[config.mk]
export PLATFORM = sky130hd
export DESIGN_NAME = uart_tx_fifo_bridge
export DESIGN_NICKNAME = d
export VERILOG_FILES = /design/src/rtl/uart_tx_fifo_bridge.sv
export SDC_FILE = /design/constraint.sdc
export NUM_CORES = 1
export LEC_CHECK = 0
export CORE_UTILIZATION = 45
export CTS_BUF_LIST = sky130_fd_sc_hd__clkbuf_8 sky130_fd_sc_hd__clkbuf_16
export CTS_CLUSTER_DIAMETER = 100
export DETAILED_ROUTE_END_ITERATION = 10
export GPL_ROUTABILITY_DRIVEN = 0
export SETUP_SLACK_MARGIN = 0.3
export SYNTH_ARGS = -nofsm -noshare
export SYNTH_HDL_FRONTEND = slang
export SYNTH_SLANG_ARGS = --single-unit
[constraint.sdc]
create_clock -name clk -period 3.8 [get_ports clk]
set_input_delay 0.38 -clock clk [delete_from_list [all_inputs] [get_ports clk]]
set_output_delay 0.38 -clock clk [all_outputs]
set_load 0.1 [all_outputs]
[src/rtl/uart_tx_fifo_bridge.sv]
// Byte FIFO feeding an 8N1 UART transmitter; bytes offered while the FIFO is full are dropped and counted.
// Optional build macro UART_TX_CRLF_EN: each popped 0x0A is sent as 0x0D followed by 0x0A.
module uart_tx_fifo_bridge #(
    parameter int CLK_HZ = 125000000,
    parameter int BAUD   = 115200,
    parameter int DEPTH  = 16,
    parameter int CNT_W  = 16
) (
    input  logic                     clk,
    input  logic                     rst,
    input  logic                     in_valid,
    input  logic [7:0]               in_byte,
    output logic                     txd,
    output logic                     busy,
    output logic [$clog2(DEPTH):0]   level,
    output logic                     overflow,
    output logic [CNT_W-1:0]         drop_count,
    output logic [1:0]               state_dbg
);

    // Handshake: in_valid offers in_byte for exactly one cycle with no ready;
    // the byte is stored when level < DEPTH and otherwise dropped and counted.

    localparam int DIV = (CLK_HZ + BAUD / 2) / BAUD;
    localparam int AW  = $clog2(DEPTH);
    localparam int LW  = AW + 1;
    localparam int CW  = (DIV > 1) ? $clog2(DIV) : 1;

    localparam logic [LW-1:0]    FULL     = LW'(DEPTH);
    localparam logic [CW-1:0]    BIT_LAST = CW'(DIV - 1);
    localparam logic [CNT_W-1:0] CNT_MAX  = '1;

    typedef enum logic [1:0] {
        S_IDLE  = 2'd0,
        S_START = 2'd1,
        S_DATA  = 2'd2,
        S_STOP  = 2'd3
    } state_t;

    state_t           state_q, state_d;
    logic [CW-1:0]    cnt_q, cnt_d;
    logic [2:0]       bit_q, bit_d;
    logic [7:0]       shift_q, shift_d;
    logic             txd_q, txd_d;
    logic [AW-1:0]    wr_ptr_q, wr_ptr_d;
    logic [AW-1:0]    rd_ptr_q, rd_ptr_d;
    logic [LW-1:0]    level_q, level_d;
    logic             overflow_q, overflow_d;
    logic [CNT_W-1:0] drop_q, drop_d;
    logic             lf_pend_q, lf_pend_d;
    logic [7:0]       mem_q [DEPTH];

    logic       push, pop, drop, bit_end;
    logic [7:0] head, load_val;
    logic       load_lf;

    always_comb begin
        head = mem_q[rd_ptr_q];
`ifdef UART_TX_CRLF_EN
        load_lf  = (head == 8'h0A);
        load_val = load_lf ? 8'h0D : head;
`else
        load_lf  = 1'b0;
        load_val = head;
`endif
    end

    always_comb begin
        state_d    = state_q;
        cnt_d      = cnt_q;
        bit_d      = bit_q;
        shift_d    = shift_q;
        lf_pend_d  = lf_pend_q;
        pop        = 1'b0;
        bit_end    = (cnt_q == BIT_LAST);

        unique case (state_q)
            S_IDLE: begin
                if (level_q != '0) begin
                    pop       = 1'b1;
                    shift_d   = load_val;
                    lf_pend_d = load_lf;
                    cnt_d     = '0;
                    state_d   = S_START;
                end
            end
            S_START: begin
                cnt_d = cnt_q + CW'(1);
                if (bit_end) begin
                    cnt_d   = '0;
                    bit_d   = 3'd0;
                    state_d = S_DATA;
                end
            end
            S_DATA: begin
                cnt_d = cnt_q + CW'(1);
                if (bit_end) begin
                    cnt_d   = '0;
                    shift_d = shift_q >> 1;
                    if (bit_q == 3'd7) begin
                        state_d = S_STOP;
                    end else begin
                        bit_d = bit_q + 3'd1;
                    end
                end
            end
            S_STOP: begin
                cnt_d = cnt_q + CW'(1);
                if (bit_end) begin
                    cnt_d = '0;
                    // A pending LF frame takes priority over the FIFO and uses no slot.
                    if (lf_pend_q) begin
                        lf_pend_d = 1'b0;
                        shift_d   = 8'h0A;
                        state_d   = S_START;
                    end else if (level_q != '0) begin
                        pop       = 1'b1;
                        shift_d   = load_val;
                        lf_pend_d = load_lf;
                        state_d   = S_START;
                    end else begin
                        state_d = S_IDLE;
                    end
                end
            end
            default: state_d = S_IDLE;
        endcase

        // txd is registered from the next state so it lines up with state_q.
        unique case (state_d)
            S_START: txd_d = 1'b0;
            S_DATA:  txd_d = shift_d[0];
            default: txd_d = 1'b1;
        endcase
    end

    always_comb begin
        push       = in_valid && (level_q != FULL);
        drop       = in_valid && (level_q == FULL);
        wr_ptr_d   = push ? wr_ptr_q + AW'(1) : wr_ptr_q;
        rd_ptr_d   = pop  ? rd_ptr_q + AW'(1) : rd_ptr_q;
        level_d    = level_q;
        overflow_d = overflow_q;
        drop_d     = drop_q;

        unique case ({push, pop})
            2'b10:   level_d = level_q + LW'(1);
            2'b01:   level_d = level_q - LW'(1);
            default: level_d = level_q;
        endcase

        if (drop) begin
            overflow_d = 1'b1;
            if (drop_q != CNT_MAX) begin
                drop_d = drop_q + CNT_W'(1);
            end
        end
    end

    always_ff @(posedge clk) begin
        if (rst) begin
            state_q    <= S_IDLE;
            cnt_q      <= '0;
            bit_q      <= '0;
            shift_q    <= '0;
            txd_q      <= 1'b1;
            wr_ptr_q   <= '0;
            rd_ptr_q   <= '0;
            level_q    <= '0;
            overflow_q <= 1'b0;
            drop_q     <= '0;
            lf_pend_q  <= 1'b0;
        end else begin
            state_q    <= state_d;
            cnt_q      <= cnt_d;
            bit_q      <= bit_d;
            shift_q    <= shift_d;
            txd_q      <= txd_d;
            wr_ptr_q   <= wr_ptr_d;
            rd_ptr_q   <= rd_ptr_d;
            level_q    <= level_d;
            overflow_q <= overflow_d;
            drop_q     <= drop_d;
            lf_pend_q  <= lf_pend_d;
        end
    end

    // Storage needs no reset; the zeroed pointers make old contents unreachable.
    always_ff @(posedge clk) begin
        if (push) begin
            mem_q[wr_ptr_q] <= in_byte;
        end
    end

    assign txd        = txd_q;
    assign busy       = (state_q != S_IDLE);
    assign level      = level_q;
    assign overflow   = overflow_q;
    assign drop_count = drop_q;
    assign state_dbg  = state_q;

endmodule

==> metrics <==
Slew Viols, Final=0; RSZ-0062 raised after global routing=no; most frequent cell after synthesis=edfxtp_1; Post-Syn Instances=573; post-DP HPWL=10,500 um; DR pass1 iterations=5; setup bufs post-CTS=0; post-synth cell types=52; outcome=completed; first-pass GRT wire length=about 25,000 um; R2R cell count=14; syn nets=603; r2r endpoint=level[4]$_SDFFE_PP0P_; Seq/Total Area, Yosys=0.626; Slew HR=0.349; Final period util=0.828; DR iter-0 viols=277; drt drc=0; Leak=3.01 nW; maximum clock rate=~320 MHz; Crit path arrival time=3.50 ns; I/O Buffers=36; hold path depth=2; total I/O pin count=37; endpoints failing setup=0; initial antenna violation count=0; Tmin final=3.15 ns; CP max stage cell=nor4b_4; DR WL/cell=18.4 um; Fin Setup TNS=0 ns; clk_lat worst skew=0.44 ns; post-synthesis async set-or-reset flop share=0; clock root cell=clkbuf_16; RR Startpoint=cnt_q[0]$_SDFFE_PP0P_; Rows=48; Synth top cells by count=128 x edfxtp_1, 62 x nor2_1, 59 x dfxtp_1; vias in the first global route=4,738; Synth Cell Area=8020 um^2; critical path data required time=4.16 ns; largest net degree at the start of global routing=between 50 and 60; power per cell area=656 nW/um^2; diode count=0; CTS tree=yes; Peak VDD IR=504 uV; sequential cell area=5030 um^2; top cell type by total area after synthesis=edfxtp_1; ANT nets after route=0; Slew @ Worst Pin=around 0.97 ns; crit path max fanout=10; Layout area overhead=14.6%; Filler cells=1,408; reg2reg setup slack=about 0.65 ns; critical path's largest stage delay=0.36 ns; CTS H-tree depth=4; Inserted Clock Buffers=17; CTS Buffer Depth=2; worst hold path class=register to register; Die H=136 um; Initial Util=0.462; Critical Path Start Type=register; Setup crit end=level[4]$_SDFFE_PP0P_; crit path capture type=register; crit-path cells=inv_1 > ha_1 > nor4b_4 > a41oi_2 > nor3_4 > ha_2 > xor2_1 > ha_1 > a21boi_0 > a311oi_1 > a21oi_1 > mux2i_1 > or3_1 > a21oi_1; core area=17,400 um^2; via-per-instance ratio=5.62; chip width=136 um; CTS sink cnt=187; final hold vios=0; max cap viols=0; Area contributors post-synth=edfxtp_1 48%, dfxtp_1 15%, mux4_2 11%; share of layout cells above drive strength 1=0.150; Die ar.=18,400 um^2; Final #Nets=637; Critical Path Source=cnt_q[0]$_SDFFE_PP0P_; Vias=4,752; clock-pin transition on the worst setup and hold timing paths=0.08 ns; GRT Resource Usage Total=0.185; number of synthesized flops with an enable pin=between 100 and 150; Hold WS=0.475 ns; Synth Register Bits=187; CP Class=register to register; clock skew=0.0118 ns; yosys warns=0; WL final=about 16,000 um; top-area cell type share of the netlist area=0.479; grt ovf=0; Synth Flop Type=edfxtp_1; mean post-synth cell area=14.0 um^2; footprint of the multi-input gates=roughly 2800 um^2
## state kept, by name, indices dropped and copies added, names as in the netlist, named ones only
name / count
bit_q: 3
shift_q: 8
mem_q: 128
txd: 1
rd_ptr_q: 4
wr_ptr_q: 4
drop_count: 16
state_dbg: 2
cnt_q: 11
level: 5
overflow: 1
## cell type report
class / count / area share
sequential: 187 / 0.547
multi-input combinational: 344 / 0.308
timing repair buffer: 45 / 0.0473
clock buffer: 17 / 0.0462
tap: 225 / 0.0306
clock inverter: 15 / 0.0158
inverter: 12 / 0.00490
## worst min path at each step
| stage | startpoint | to | slack [ns] |
|---|---|---|---|
| CTS | overflow$_SDFFE_PP0P_ | overflow$_SDFFE_PP0P_ | 0.47 |
| detailed placement | overflow$_SDFFE_PP0P_ | overflow$_SDFFE_PP0P_ | 0.46 |
| floorplan | bit_q[1]$_SDFFE_PP0P_ | bit_q[1]$_SDFFE_PP0P_ | 0.44 |
| finish | overflow$_SDFFE_PP0P_ | overflow$_SDFFE_PP0P_ | 0.47 |
| global route | overflow$_SDFFE_PP0P_ | overflow$_SDFFE_PP0P_ | 0.50 |
| global placement | bit_q[1]$_SDFFE_PP0P_ | bit_q[1]$_SDFFE_PP0P_ | 0.44 |
## cells in the final DEF (no fill, tap or decap), types with 3 or more instances in the layout
master	synthesis	final
edfxtp_1	128	128
nor2_1	62	62
dfxtp_1	59	55
nand2_1	40	40
mux4_2	39	39
clkdlybuf4s50_1	0	35
nand3_1	20	20
a21oi_1	20	20
xor2_1	18	18
ha_1	19	18
clkbuf_16	0	17
nor3_1	15	15
xnor2_1	13	13
inv_1	12	12
o21ai_0	11	11
and3_1	9	9
nand4_1	8	8
buf_4	1	8
mux2i_1	7	7
a31oi_1	6	6
a22oi_1	6	6
a311oi_1	6	6
inv_8	0	6
nand2b_1	4	4
or3_1	4	4
and3b_1	3	3
nor3b_1	3	3
nand3b_1	3	3
clkinv_4	0	3
## what timing repair did
item,CTS,global route
setup endpoints to repair,0,1
hold buffers,0,0
gates resized for setup,0,1
## power by group
group	switching, mW	internal, mW	leakage (nW)
clock network	0.847	0.876	0.282
logic	1.10	0.713	1.09
registers	0.179	2.32	1.64
total	2.13	3.91	3.01
## critical path, delay by kind of cell (launching register included)
family / cells / cell delay (ns)
xor gates and xnor gates: 1 / 0.10
DFF: 1 / 0.34
muxes: 1 / 0.09
adders and majority gates: 3 / 0.71
and+or+nand+nor: 3 / 0.98
buffers and inverters: 1 / 0.06
AOI/OAI and AO/OA: 5 / 0.78
## layer usage
| metal | GRT usage | wire length (um) | part of all wire | vias up |
|---|---|---|---|---|
| met2 | 0.302 | 7760 | 0.50 | 105 |
| li1 | - | - | - | 2231 |
| met1 | 0.244 | 6960 | 0.45 | 2402 |
| met3 | 0.0408 | 601 | 0.039 | 14 |
| met4 | 0.0637 | 193 | 0.012 | 0 |
| met5 | 0 | 0 | 0 | - |
## stage by stage
step | instances | utilization | setup WS, ns | area, um^2 | power (mW)
floorplan | 573 | - | 0.311 | 8030 | 3.91
global placement | 813 | 0.497 | 0.708 | 8630 | 4.31
detailed placement | 813 | 0.497 | 0.635 | 8630 | 4.35
CTS | 845 | 0.530 | 0.579 | 9200 | 6.08
global route | 845 | 0.530 | 0.361 | 9200 | 6.33
finish | 845 | 0.530 | 0.654 | 9200 | 6.04
## logic make-up (layout without fill, tap and decap cells)
kind of cell,after synthesis,count (layout),share of synthesized area
multiplexers,48,48,0.121
buffers and inverters,42,89,0.0212
adder cells (fa/ha/maj),19,19,0.0296
XOR/XNOR,31,31,0.0338
AO/OA/AOI/OAI,62,62,0.0519
AND/OR/NAND/NOR,184,184,0.116
flip-flops,187,187,0.626
Note: power is estimated with default switching activity, not from simulation.
